===== config.mk =====
export PLATFORM = sky130hd
export DESIGN_NAME = obi_mem_arbiter
export DESIGN_NICKNAME = d
export VERILOG_FILES = /design/src/rtl/obi_arb_pkg.sv /design/src/rtl/obi_id_fifo.sv /design/src/rtl/obi_mem_arbiter.sv
export SDC_FILE = /design/constraint.sdc
export NUM_CORES = 1
export LEC_CHECK = 0
export BUFFER_PORTS_ARGS = -buffer_cell sky130_fd_sc_hd__buf_2
export CORE_AREA = 2 2 109 111
export DETAILED_ROUTE_END_ITERATION = 7
export DIE_AREA = 0 0 111 113
export GPL_ROUTABILITY_DRIVEN = 0
export PLACE_DENSITY = 0.47
export SKIP_CTS_REPAIR_TIMING = 1
export SLEW_MARGIN = 20
export SYNTH_ARGS = -nofsm -noshare
export SYNTH_HDL_FRONTEND = slang
export SYNTH_SLANG_ARGS = --single-unit

===== constraint.sdc =====
create_clock -name clk -period 5.7 [get_ports clk]
set_input_delay 1.425 -clock clk [delete_from_list [all_inputs] [get_ports clk]]
set_output_delay 1.425 -clock clk [all_outputs]
set_load 0.1 [all_outputs]

===== src/rtl/obi_arb_pkg.sv =====
// ============================================================================
// Module   : obi_arb_pkg
// Purpose  : Shared types and widths for the OBI instr/data memory arbiter.
// Revision : 1.0 - initial release
// ============================================================================
`default_nettype none

package obi_arb_pkg;

    localparam int OBI_AW = 32;
    localparam int OBI_DW = 32;

    typedef enum logic {
        REQ_INSTR = 1'b0,
        REQ_DATA  = 1'b1
    } req_id_e;

    typedef enum logic [1:0] {
        LOCK_NONE = 2'd0,
        LOCK_I    = 2'd1,
        LOCK_D    = 2'd2
    } lock_state_e;

endpackage

`default_nettype wire


===== src/rtl/obi_id_fifo.sv =====
// ============================================================================
// Module   : obi_id_fifo
// Purpose  : Small FIFO of 1-bit requester IDs for in-order response routing.
// Revision : 1.0 - initial release
// ============================================================================
`default_nettype none

module obi_id_fifo #(
    parameter  int DEPTH   = 2,
    localparam int c_CNT_W = $clog2(DEPTH + 1)
) (
    input  logic               clk,
    input  logic               rst,
    input  logic               i_push,
    input  logic               i_push_id,
    input  logic               i_pop,
    output logic               o_head,
    output logic               o_full,
    output logic               o_empty,
    output logic [c_CNT_W-1:0] o_count
);

    localparam int c_PTR_W = (DEPTH > 1) ? $clog2(DEPTH) : 1;

    logic [DEPTH-1:0]   r_mem;
    logic [c_PTR_W-1:0] r_wptr;
    logic [c_PTR_W-1:0] r_rptr;
    logic [c_CNT_W-1:0] r_count;
    logic               w_do_push;
    logic               w_do_pop;

    function automatic logic [c_PTR_W-1:0] ptr_inc(input logic [c_PTR_W-1:0] ptr);
        return (ptr == c_PTR_W'(DEPTH - 1)) ? '0 : ptr + c_PTR_W'(1);
    endfunction

    assign o_full    = (r_count == c_CNT_W'(DEPTH));
    assign o_empty   = (r_count == '0);
    assign o_count   = r_count;
    assign o_head    = r_mem[r_rptr];
    assign w_do_pop  = i_pop & ~o_empty;
    // A pop in the same cycle frees the slot the push needs
    assign w_do_push = i_push & (~o_full | w_do_pop);

    always_ff @(posedge clk) begin
        if (rst) begin
            r_mem   <= '0;
            r_wptr  <= '0;
            r_rptr  <= '0;
            r_count <= '0;
        end else begin
            if (w_do_push) begin
                r_mem[r_wptr] <= i_push_id;
                r_wptr        <= ptr_inc(r_wptr);
            end
            if (w_do_pop) begin
                r_rptr <= ptr_inc(r_rptr);
            end
            case ({w_do_push, w_do_pop})
                2'b10:   r_count <= r_count + c_CNT_W'(1);
                2'b01:   r_count <= r_count - c_CNT_W'(1);
                default: r_count <= r_count;
            endcase
        end
    end

endmodule

`default_nettype wire


===== src/rtl/obi_mem_arbiter.sv =====
// ============================================================================
// Module   : obi_mem_arbiter
// Purpose  : Shares one OBI memory port between instruction fetch and data.
// Revision : 1.0 - initial release
// ============================================================================
`default_nettype none

module obi_mem_arbiter
    import obi_arb_pkg::*;
#(
    parameter int MAX_OUTSTANDING = 2,
    parameter int DATA_PRIO       = 0
) (
    input  logic              clk,
    input  logic              rst_i,
    input  logic              instr_req_i,
    input  logic [OBI_AW-1:0] instr_addr_i,
    output logic              instr_gnt_o,
    output logic              instr_rvalid_o,
    output logic [OBI_DW-1:0] instr_rdata_o,
    input  logic              data_req_i,
    input  logic [OBI_AW-1:0] data_addr_i,
    input  logic              data_we_i,
    input  logic [3:0]        data_be_i,
    input  logic [OBI_DW-1:0] data_wdata_i,
    output logic              data_gnt_o,
    output logic              data_rvalid_o,
    output logic [OBI_DW-1:0] data_rdata_o,
    output logic              mem_req_o,
    output logic [OBI_AW-1:0] mem_addr_o,
    output logic              mem_we_o,
    output logic [3:0]        mem_be_o,
    output logic [OBI_DW-1:0] mem_wdata_o,
    input  logic              mem_gnt_i,
    input  logic              mem_rvalid_i,
    input  logic [OBI_DW-1:0] mem_rdata_i,
    output logic              err_o
);

    localparam int c_CNT_W = $clog2(MAX_OUTSTANDING + 1);

    lock_state_e        r_lock;
    lock_state_e        w_lock_next;
    req_id_e            r_last;
    logic               r_err;
    logic               r_out_en;
    req_id_e            w_sel;
    logic               w_any;
    logic               w_lock_hold;
    logic               w_lock_drop;
    logic               w_active;
    logic               w_full;
    logic               w_empty;
    logic               w_head;
    logic               w_gnt;
    logic               w_pop;
    logic [c_CNT_W-1:0] w_count;

    obi_id_fifo #(
        .DEPTH (MAX_OUTSTANDING)
    ) u_id_fifo (
        .clk       (clk),
        .rst       (rst_i),
        .i_push    (w_gnt),
        .i_push_id (w_sel == REQ_DATA),
        .i_pop     (mem_rvalid_i),
        .o_head    (w_head),
        .o_full    (),
        .o_empty   (w_empty),
        .o_count   (w_count)
    );

    // Outputs stay quiet during reset and for the cycle that follows it
    assign w_active = ~rst_i & r_out_en;
    assign w_full   = (w_count == c_CNT_W'(MAX_OUTSTANDING));

    always_comb begin
        w_sel       = REQ_INSTR;
        w_any       = 1'b0;
        w_lock_hold = 1'b0;
        case (r_lock)
            LOCK_I: if (instr_req_i) begin
                w_sel       = REQ_INSTR;
                w_any       = 1'b1;
                w_lock_hold = 1'b1;
            end
            LOCK_D: if (data_req_i) begin
                w_sel       = REQ_DATA;
                w_any       = 1'b1;
                w_lock_hold = 1'b1;
            end
            default: ;
        endcase
        if (!w_lock_hold && !w_full) begin
            w_any = instr_req_i | data_req_i;
            if (instr_req_i && data_req_i) begin
                if (DATA_PRIO != 0) w_sel = REQ_DATA;
                else                w_sel = (r_last == REQ_DATA) ? REQ_INSTR : REQ_DATA;
            end else if (data_req_i) begin
                w_sel = REQ_DATA;
            end
        end
    end

    assign w_lock_drop = (r_lock != LOCK_NONE) & ~w_lock_hold;
    assign mem_req_o   = w_active & w_any;
    assign w_gnt       = mem_req_o & mem_gnt_i;
    assign instr_gnt_o = w_gnt & (w_sel == REQ_INSTR);
    assign data_gnt_o  = w_gnt & (w_sel == REQ_DATA);

    always_comb begin
        mem_addr_o  = '0;
        mem_we_o    = 1'b0;
        mem_be_o    = '0;
        mem_wdata_o = '0;
        if (mem_req_o) begin
            if (w_sel == REQ_DATA) begin
                mem_addr_o  = data_addr_i;
                mem_we_o    = data_we_i;
                mem_be_o    = data_be_i;
                mem_wdata_o = data_wdata_i;
            end else begin
                mem_addr_o = instr_addr_i;
                mem_be_o   = 4'hF;
            end
        end
    end

    assign w_pop          = mem_rvalid_i & ~w_empty;
    assign instr_rvalid_o = w_active & w_pop & ~w_head;
    assign data_rvalid_o  = w_active & w_pop & w_head;
    assign instr_rdata_o  = instr_rvalid_o ? mem_rdata_i : '0;
    assign data_rdata_o   = data_rvalid_o ? mem_rdata_i : '0;
    assign err_o          = r_err;

    always_comb begin
        w_lock_next = LOCK_NONE;
        if (mem_req_o && !mem_gnt_i) begin
            w_lock_next = (w_sel == REQ_DATA) ? LOCK_D : LOCK_I;
        end
    end

    always_ff @(posedge clk) begin
        if (rst_i) begin
            r_lock   <= LOCK_NONE;
            r_last   <= REQ_DATA;
            r_err    <= 1'b0;
            r_out_en <= 1'b0;
        end else begin
            r_lock   <= w_lock_next;
            r_out_en <= 1'b1;
            if (w_gnt) begin
                r_last <= w_sel;
            end
            if ((mem_rvalid_i && w_empty) || w_lock_drop) begin
                r_err <= 1'b1;
            end
        end
    end

endmodule

`default_nettype wire


==> results.sh, run 1 <==
export IMPL_fp_dieW_um=111
export IMPL_drtAntennaViolNets=0
export IMPL_cap_viol_max_count=0
export IMPL_cp_required_ns=4.28
export IMPL_nets=697
export IMPL_period_share=0.838
export IMPL_slowest_stage="o2111a_2"
export IMPL_worstHoldStart="err_o$_SDFFE_PP0P_"
export IMPL_layout_cells_non_filler=696
export IMPL_dpl_cell_area_sq_um=3400
export IMPL_dr_pass1_iters=4
export IMPL_h_tree_depth=1
export IMPL_synthCells=293
export IMPL_cts_buffer_depth=2
export IMPL_synthFlopType="dfxtp_1"
export IMPL_setup_violations=0
export IMPL_hpwl_um=7120
export IMPL_coreArea_sq_um=11300
export IMPL_track_usage=0.123
export IMPL_ys_seq_elements=11
export IMPL_die_y_um=113
export IMPL_max_stage_delay_ns=0.65
export IMPL_crit_chain="buf_2 > a22oi_2 > o2111a_2 > o21ai_0 > a21oi_1 > buf_2"
export IMPL_synth_edf_count=0
export IMPL_criticalPathCategory="in -> out"
export IMPL_r2r_start="r_lock[0]$_SDFF_PP0_"
export IMPL_timing_final_ws_setup_ns=0.922
export IMPL_drt_iter0_markers=163
export IMPL_yosysWarnings=0
export IMPL_synth_cell_type_count=41
export IMPL_antenna_found_initial=0
export IMPL_crit_path_max_fanout=34
export IMPL_status="finished, final reports clean"
export IMPL_r2r_setup_slack_ns=3.38
export IMPL_grt_overflow_total=0
export IMPL_synthAdderAreaFrac=0.0257
export IMPL_synth_mux_area_frac=0.00514
export IMPL_vias=3015
export IMPL_synth_xor_area_share=0.0135
export IMPL_grt_pass1_wl_um=13200
export IMPL_design_die_area_sq_um=12500
export IMPL_post_place_ws_ns=0.940
export IMPL_period_needed_ns=4.78
export IMPL_hold_path_class="reg -> reg"
export IMPL_synthSimpleGateAreaFrac=0.456
export IMPL_clock_fmax_ghz=0.209
export IMPL_worst_clock_skew_ns=0.00202
export IMPL_crit_start="data_req_i"
export IMPL_start_util=0.173
export IMPL_via_per_inst=4.33
export IMPL_synth_nets=436
export IMPL_drv_slew=0
export IMPL_routed_wl_um=8680
export IMPL_power_density_nw_per_um2=160
export IMPL_first_global_vias=2774
export IMPL_synthTopCellsByCount="and2_1, a21oi_1, nand3_1, o21ai_0, buf_2"
export IMPL_syn_area_sq_um=1950
export IMPL_route_detailed_drc=0
export IMPL_cp_end_kind="primary output"
export IMPL_cts_sinks=11
export IMPL_grt_start_max_net_pins=36
export IMPL_yosysTopAreaCellShare=0.315
export IMPL_io_buffers=277
export IMPL_crit_arrival_ns=3.35
export IMPL_ys_top_cells_by_area="and2_1, dfxtp_1, a21oi_1, nand3_1, o21ai_0"
export IMPL_postLayoutCoreUtil=0.309
export IMPL_synthToLayoutAreaGrowth_pct=78.8
export IMPL_synth_avg_cell_area_sq_um=6.65
export IMPL_critPathLaunchType="input port"
export IMPL_synth_top_family_by_area="simple AND/OR/NAND/NOR gates"
export IMPL_tightest_slew_ns=0.892
export IMPL_yosysMostFrequentCell="and2_1"
export IMPL_post_drt_wl_per_cell_um=12.5
export IMPL_hold_viol=0
export IMPL_cts_tree="yes"
export IMPL_ios=278
export IMPL_antenna_cells=0
export IMPL_fin_area_sq_um=3480
export IMPL_cts_root_buffer="clkbuf_16"
export IMPL_grt_setup_unrepaired="false"
export IMPL_clk_pin_slew_worst_paths_ns=0.04
export IMPL_synthArstFlopShare=0
export IMPL_synth_compound_area_frac=0.299
export IMPL_crit_top_cell="buf_2"
export IMPL_numCtsBuffers=3
export IMPL_dp_cells=692
export IMPL_clk_latency_ns=0.23
export IMPL_yosysSeqAreaShare=0.113
export IMPL_ir_drop_v=0.000117
export IMPL_layout_drive_gt1_share=0.532
export IMPL_setup_tns_ns=0
export IMPL_synth_largest_area_cell="and2_1"
export IMPL_rows=39
export IMPL_p_leak_nw=2.05
export IMPL_slew_headroom=0.404
## where the power goes
part	internal, W	switching, W	leakage, nW	total, W
sequential	0.0000835	0.00000543	0.0900	0.0000889
clock	0.0000937	0.0000319	0.0382	0.000126
combinational	0.0000844	0.000258	1.92	0.000343
total	0.000262	0.000296	2.05	0.000557
## cell families (layout without fill, tap and decap cells)
family / count (synthesis) / after routing
AO/OA/AOI/OAI: 91 / 91
flip-flops: 11 / 11
multiplexers: 1 / 1
buffers and inverters: 32 / 292
XOR/XNOR: 3 / 3
AND/OR/NAND/NOR: 151 / 151
adder cells (fa/ha/maj): 4 / 4
## registers in the layout, summed over array words and instances, names as in the netlist
name               count
r_lock                 2
u_id_fifo.o_count      2
u_id_fifo.r_mem        2
err_o                  1
r_last                 1
r_out_en               1
u_id_fifo.r_rptr       1
u_id_fifo.r_wptr       1
## cells in the final DEF, fill, tap and decap left out, drive strengths merged, types with 2 or more instances in the layout
cell / netlist / routed
a21oi: 36 / 36
nand3: 34 / 34
nor2: 6 / 6
nand2: 4 / 4
dfxtp: 11 / 11
o21a: 6 / 6
inv: 6 / 6
o21ai: 36 / 36
o311ai: 2 / 2
ha: 4 / 4
a211oi: 2 / 2
and2: 98 / 98
clkbuf: 4 / 4
xnor2: 2 / 2
buf: 22 / 282
and3: 2 / 2
## metrics by stage
step           power (W)  hold slack, ns
2_1_floorplan   0.000354           0.464
3_3_place_gp    0.000431           0.464
3_5_place_dp    0.000434           0.474
4_1_cts         0.000562           0.485
5_1_grt         0.000588           0.501
6_report        0.000557           0.475
## final cells by class
| class | instances | area (sq um) |
|---|---|---|
| timing repair buffer | 282 | 1420 |
| inverter | 6 | 25.0 |
| tap | 143 | 179 |
| sequential | 11 | 220 |
| clock buffer | 4 | 78.8 |
| multi-input combinational | 250 | 1560 |
| fill | 1235 | 7790 |
## worst paths after layout
check | end | cells past startpoint
setup / recovery | mem_addr_o[11] | 6
hold / removal | err_o$_SDFFE_PP0P_ | 2
setup reg to reg | u_id_fifo.o_count[1]$_SDFFE_PP0P_ | 9
hold reg to reg | err_o$_SDFFE_PP0P_ | 2
## critical path, delay by kind of cell
family	cells	cell delay [ns]
AO/OA/AOI/OAI	4	1.32
buffers and inverters	2	0.59
## metal layers
metal / track usage / vias to the layer above / part of all wire
li1: - / 1520 / -
met1: 0.148 / 1353 / 0.40
met2: 0.234 / 134 / 0.53
met3: 0.0171 / 8 / 0.065
met4: 0.0217 / 0 / 0.0098
met5: 0 / - / 0
Note: power is estimated with default switching activity, not from simulation.
==> inputs of run 2 (changes only) <==
--- a/config.mk
+++ b/config.mk
@@ -5,10 +5,11 @@
 export SDC_FILE = /design/constraint.sdc
 export NUM_CORES = 1
 export LEC_CHECK = 0
+export ABC_AREA = 1
 export BUFFER_PORTS_ARGS = -buffer_cell sky130_fd_sc_hd__buf_2
-export CORE_AREA = 2 2 109 111
+export CORE_AREA = 2 2 107 109
 export DETAILED_ROUTE_END_ITERATION = 7
-export DIE_AREA = 0 0 111 113
+export DIE_AREA = 0 0 109 111
 export GPL_ROUTABILITY_DRIVEN = 0
 export PLACE_DENSITY = 0.47
 export SKIP_CTS_REPAIR_TIMING = 1
==> constraint.sdc (replaced) <==
create_clock -name clk -period 4.6 [get_ports clk]
set_input_delay 1.15 -clock clk [delete_from_list [all_inputs] [get_ports clk]]
set_output_delay 1.15 -clock clk [all_outputs]
set_load 0.1 [all_outputs]
==> results.sh, run 2 <==
export IMPL_status="finished, final reports clean"
export IMPL_period_needed_ns=4.06
export IMPL_synth_xor_area_share=0.00489
export IMPL_synth_largest_area_cell="nor2_1"
export IMPL_dp_cells=773
export IMPL_hpwl_um=7180
export IMPL_max_stage_delay_ns=0.43
export IMPL_start_util=0.162
export IMPL_synthFlopType="dfxtp_1"
export IMPL_ys_top_cells_by_area="nor2_1, dfxtp_1, inv_1, nand2_1, o21ai_1"
export IMPL_yosysTopAreaCellShare=0.373
export IMPL_crit_chain="buf_2 > nand2_1 > nand2_1 > nand2_1 > nand2_2 > nand2_1 > o21ai_4 > inv_2 > nand3_1 > inv_1 > buf_2"
export IMPL_min_to="u_id_fifo.r_rptr$_SDFFE_PP0P_"
export IMPL_hold_viol=0
export IMPL_ios=278
export IMPL_r2r_setup_slack_ns=2.69
export IMPL_hold_path_class="reg -> reg"
export IMPL_clk_latency_ns=0.24
export IMPL_layout_cells_non_filler=777
export IMPL_whs_path_depth=1
export IMPL_cts_sinks=11
export IMPL_yosysWarnings=0
export IMPL_drt_iter0_markers=92
export IMPL_antenna_cells=0
export IMPL_synthCells=373
export IMPL_synth_compound_area_frac=0.138
export IMPL_drv_slew=0
export IMPL_grt_start_max_net_pins=73
export IMPL_nets=778
export IMPL_synthToLayoutAreaGrowth_pct=95.7
export IMPL_reg2reg_depth=10
export IMPL_routed_wl_um=8430
export IMPL_dr_pass1_iters=4
export IMPL_fp_dieW_um=109
export IMPL_criticalPathCategory="in -> out"
export IMPL_yosysSeqAreaShare=0.123
export IMPL_design_die_area_sq_um=12100
export IMPL_slowest_stage="inv_2"
export IMPL_clock_fmax_ghz=0.246
export IMPL_vias=3126
export IMPL_route_detailed_drc=0
export IMPL_synthAdderAreaFrac=0.0280
export IMPL_crit_start="data_req_i"
export IMPL_finalPower_w=0.000798
export IMPL_crit_path_max_fanout=35
export IMPL_synth_nets=516
export IMPL_postLayoutCoreUtil=0.316
export IMPL_grt_setup_unrepaired="false"
export IMPL_synth_mux_area_frac=0.00559
export IMPL_clk_pin_slew_worst_paths_ns=0.04
export IMPL_rows=39
export IMPL_cts_tree="yes"
export IMPL_synth_edf_count=0
export IMPL_timing_final_ws_setup_ns=0.536
export IMPL_crit_arrival_ns=2.91
export IMPL_cts_buffer_depth=2
export IMPL_cp_required_ns=3.45
export IMPL_setup_tns_ns=0
export IMPL_final_common_cell="buf_2"
export IMPL_antenna_found_initial=0
export IMPL_syn_area_sq_um=1790
export IMPL_die_y_um=111
export IMPL_cp_end_kind="primary output"
export IMPL_rr_endpoint="u_id_fifo.o_count[1]$_SDFFE_PP0P_"
export IMPL_grt_overflow_total=0
export IMPL_crit_top_cell="nand2_1"
export IMPL_synth_avg_cell_area_sq_um=4.80
export IMPL_power_density_nw_per_um2=228
export IMPL_p_leak_nw=2.25
export IMPL_layout_drive_gt1_share=0.513
export IMPL_synthArstFlopShare=0
export IMPL_ir_drop_v=0.000130
export IMPL_track_usage=0.125
export IMPL_ys_seq_elements=11
export IMPL_h_tree_depth=1
export IMPL_r2r_start="r_lock[1]$_SDFF_PP0_"
export IMPL_worstHoldStart="u_id_fifo.r_rptr$_SDFFE_PP0P_"
export IMPL_post_place_ws_ns=0.541
export IMPL_io_buffers=277
export IMPL_cap_viol_max_count=0
export IMPL_synth_cell_type_count=24
export IMPL_coreArea_sq_um=11100
export IMPL_post_drt_wl_per_cell_um=10.8
export IMPL_critPathLaunchType="input port"
export IMPL_drtAntennaViolNets=0
export IMPL_synthTopCellsByCount="nor2_1, inv_1, nand2_1, o21ai_1, o21ai_0"
export IMPL_grt_pass1_wl_um=12300
export IMPL_synth_top_family_by_area="simple AND/OR/NAND/NOR gates"
export IMPL_tightest_slew_ns=0.815
export IMPL_cts_root_buffer="clkbuf_16"
export IMPL_period_share=0.884
export IMPL_first_global_vias=2743
export IMPL_worst_clock_skew_ns=0.00423
export IMPL_via_per_inst=4.02
export IMPL_final_cell_mix="buf_2, nor2_1, inv_1, nand2_1, nor2_2"
export IMPL_synthSimpleGateAreaFrac=0.513
export IMPL_yosysMostFrequentCell="nor2_1"
export IMPL_setup_violations=0
export IMPL_numCtsBuffers=3
export IMPL_slew_headroom=0.456
run 2: cells by family after synthesis:
| group | after synthesis |
|---|---|
| flops | 11 |
| mux | 1 |
| fa+ha+maj | 4 |
| buf+inv | 73 |
| xor+xnor | 1 |
| compound gates | 46 |
| simple gates | 237 |
run 2: worst max path at each step:
stage                                 end  slack (ns)  cells past startpoint
after detailed placement       data_gnt_o        0.54                     11
after global placement         data_gnt_o        0.56                     11
final                          data_gnt_o        0.54                     11
after CTS                      data_gnt_o        0.53                     11
after global routing        mem_addr_o[3]        0.39                     11
after floorplan           data_rdata_o[0]       0.003                      5
run 2: critical path, delay by kind of cell:
kind / cells / cell delay (ns)
buffers and inverters: 4 / 1.05
AND/OR/NAND/NOR: 6 / 0.62
AO/OA/AOI/OAI: 1 / 0.08
run 2: area by class of cell:
class / instances / area (sq um)
fillers: 1275 / 7570
repair buffers: 280 / 1520
multi-input cells: 289 / 1310
flip-flops and latches: 11 / 220
inverters: 50 / 188
well taps: 143 / 179
clock buffers: 4 / 78.8
run 2: metal layers:
metal,vias up,wire length [um],track usage
met5,-,0,0
met4,0,42,0.0179
met3,4,881,0.0241
met2,168,4550,0.267
met1,1325,2950,0.119
li1,1629,-,-
run 2: power by group:
part           internal [W]  switching, W
Sequential         0.000104    0.00000569
Clock              0.000116     0.0000441
Combinational      0.000114      0.000414
run 2: metrics by stage:
| step | instance area [sq um] | hold WS [ns] |
|---|---|---|
| after detailed placement | 3420 | 0.469 |
| after global placement | 3420 | 0.460 |
| after floorplan | 1870 | 0.435 |
| after CTS | 3500 | 0.478 |
| final | 3500 | 0.479 |
| after global routing | 3500 | 0.507 |
==> inputs of run 3 (changes only) <==
==> constraint.sdc (replaced) <==
create_clock -name clk -period 4.7 [get_ports clk]
set_input_delay 1.175 -clock clk [delete_from_list [all_inputs] [get_ports clk]]
set_output_delay 1.175 -clock clk [all_outputs]
set_load 0.1 [all_outputs]
==> results.sh, run 3 (same netlist as run 2, synthesis figures left out) <==
export IMPL_status="finished, final reports clean"
export IMPL_cts_buffer_depth=2
export IMPL_final_common_cell="buf_2"
export IMPL_period_share=0.876
export IMPL_criticalPathCategory="in -> out"
export IMPL_slew_headroom=0.627
export IMPL_ios=278
export IMPL_r2r_setup_slack_ns=2.78
export IMPL_p_sw_w=0.000449
export IMPL_nets=779
export IMPL_clk_pin_slew_worst_paths_ns=0.04
export IMPL_path_delay_family="buffers and inverters"
export IMPL_wl_met1_um=2860
export IMPL_io_buffers=277
export IMPL_reg2reg_depth=12
export IMPL_crit_top_cell="nand2_1"
export IMPL_worst_clock_skew_ns=0.000731
export IMPL_slowest_stage="buf_4"
export IMPL_cp_buffers_inverters=3
export IMPL_critPathLaunchType="input port"
export IMPL_die_y_um=111
export IMPL_dr_pass1_iters=4
export IMPL_antenna_cells=0
export IMPL_grt_overflow_total=0
export IMPL_clk_latency_ns=0.24
export IMPL_first_global_vias=2820
export IMPL_clock_fmax_ghz=0.243
export IMPL_whs_ns=0.472
export IMPL_postLayoutCoreUtil=0.302
export IMPL_post_drt_wl_per_cell_um=10.4
export IMPL_antenna_found_initial=0
export IMPL_crit_start="data_req_i"
export IMPL_grt_pass1_wl_um=11900
export IMPL_via_per_inst=4.03
export IMPL_pwr_share_seq=0.139
export IMPL_crit_arrival_ns=2.94
export IMPL_cp_required_ns=3.52
export IMPL_tightest_slew_ns=0.559
export IMPL_numCtsBuffers=3
export IMPL_path_depth=10
export IMPL_drtAntennaViolNets=0
export IMPL_vias=3133
export IMPL_rows=39
export IMPL_period_needed_ns=4.12
export IMPL_route_detailed_drc=0
export IMPL_hold_viol=0
export IMPL_synthToLayoutAreaGrowth_pct=86.7
export IMPL_fp_dieW_um=109
export IMPL_finalPower_w=0.000770
export IMPL_crit_chain="buf_2 > nand2_1 > nand2_1 > nand2_1 > nand2_2 > o21ai_4 > buf_4 > o21ai_0 > nor2_1 > buf_2"
export IMPL_cts_sinks=11
export IMPL_cts_root_buffer="clkbuf_16"
export IMPL_grt_start_max_net_pins=68
export IMPL_setup_violations=0
export IMPL_max_stage_delay_ns=0.45
export IMPL_p_int_w=0.000321
export IMPL_cp_endpoint="mem_addr_o[10]"
export IMPL_power_density_nw_per_um2=230
export IMPL_drt_iter0_markers=91
export IMPL_hpwl_um=6750
export IMPL_cp_end_kind="primary output"
export IMPL_p_leak_nw=2.24
export IMPL_routed_wl_um=8120
export IMPL_ir_drop_v=0.000114
export IMPL_cap_viol_max_count=0
export IMPL_rr_endpoint="u_id_fifo.o_count[1]$_SDFFE_PP0P_"
export IMPL_cts_tree="yes"
export IMPL_hold_path_class="reg -> reg"
export IMPL_highest_layer="met4"
export IMPL_h_tree_depth=1
export IMPL_coreArea_sq_um=11100
export IMPL_crit_path_max_fanout=51
export IMPL_p_sw_frac=0.583
export IMPL_grt_setup_unrepaired="false"
export IMPL_design_die_area_sq_um=12100
export IMPL_power_frac_comb=0.656
export IMPL_wl_met2_um=4390
export IMPL_layout_drive_gt1_share=0.466
export IMPL_clockPowerShare=0.205
export IMPL_track_usage=0.120
export IMPL_start_util=0.162
export IMPL_r2r_start="r_lock[0]$_SDFF_PP0_"
export IMPL_final_cell_mix="buf_2, nor2_1, inv_1, nand2_1, o21ai_1"
export IMPL_drv_slew=0
export IMPL_dr_wl_met3_um=757
run 3: worst min path at each step:
stage                                     from                              end  slack (ns)  cells after the start
4_1_cts          u_id_fifo.r_rptr$_SDFFE_PP0P_    u_id_fifo.r_rptr$_SDFFE_PP0P_        0.48                      1
3_3_place_gp     u_id_fifo.r_rptr$_SDFFE_PP0P_    u_id_fifo.r_rptr$_SDFFE_PP0P_        0.46                      1
6_report         u_id_fifo.r_rptr$_SDFFE_PP0P_    u_id_fifo.r_rptr$_SDFFE_PP0P_        0.47                      1
3_5_place_dp               r_last$_SDFFE_PP1N_              r_last$_SDFFE_PP1N_        0.46                      2
5_1_grt        u_id_fifo.r_mem[1]$_SDFFE_PP0P_  u_id_fifo.r_mem[1]$_SDFFE_PP0P_        0.50                      2
2_1_floorplan              r_last$_SDFFE_PP1N_              r_last$_SDFFE_PP1N_        0.43                      2
run 3: per-stage QoR:
| step | cell area [sq um] | cells | setup slack, ns | TNS [ns] |
|---|---|---|---|---|
| floorplan | 1790 | 373 | -0.427 | -13.34 |
| global placement | 3260 | 774 | 0.603 | 0 |
| detailed placement | 3260 | 774 | 0.582 | 0 |
| CTS | 3340 | 778 | 0.577 | 0 |
| global route | 3340 | 778 | 0.401 | 0 |
| finish | 3340 | 778 | 0.585 | 0 |
run 3: area by class of cell:
type	count	area (sq um)
fillers	1247	7730
repair buffers	281	1440
multi-input cells	289	1230
flip-flops and latches	11	220
inverters	50	188
well taps	143	179
clock buffers	4	78.8
run 3: power groups by stage:
stage               Sequential, W  Clock [W]  Combinational, W
CTS                      0.000107   0.000160          0.000509
global route             0.000108   0.000165          0.000540
global placement         0.000108          0          0.000506
detailed placement       0.000109          0          0.000507
finish                   0.000107   0.000158          0.000505
floorplan                0.000116          0          0.000390
run 3: per-layer routing:
| metal | global-route usage | vias to the layer above |
|---|---|---|
| met5 | 0 | - |
| met4 | 0.0359 | 0 |
| met3 | 0.0165 | 9 |
| met2 | 0.256 | 178 |
| met1 | 0.109 | 1315 |
| li1 | - | 1631 |
run 3: worst register-to-register path: cells and delay by family, from the launching register on:
family / cells / cell delay [ns]
adder cells (fa/ha/maj): 2 / 0.48
AND/OR/NAND/NOR: 5 / 0.45
flip-flops: 1 / 0.31
buffers and inverters: 1 / 0.08
AO/OA/AOI/OAI: 4 / 0.48
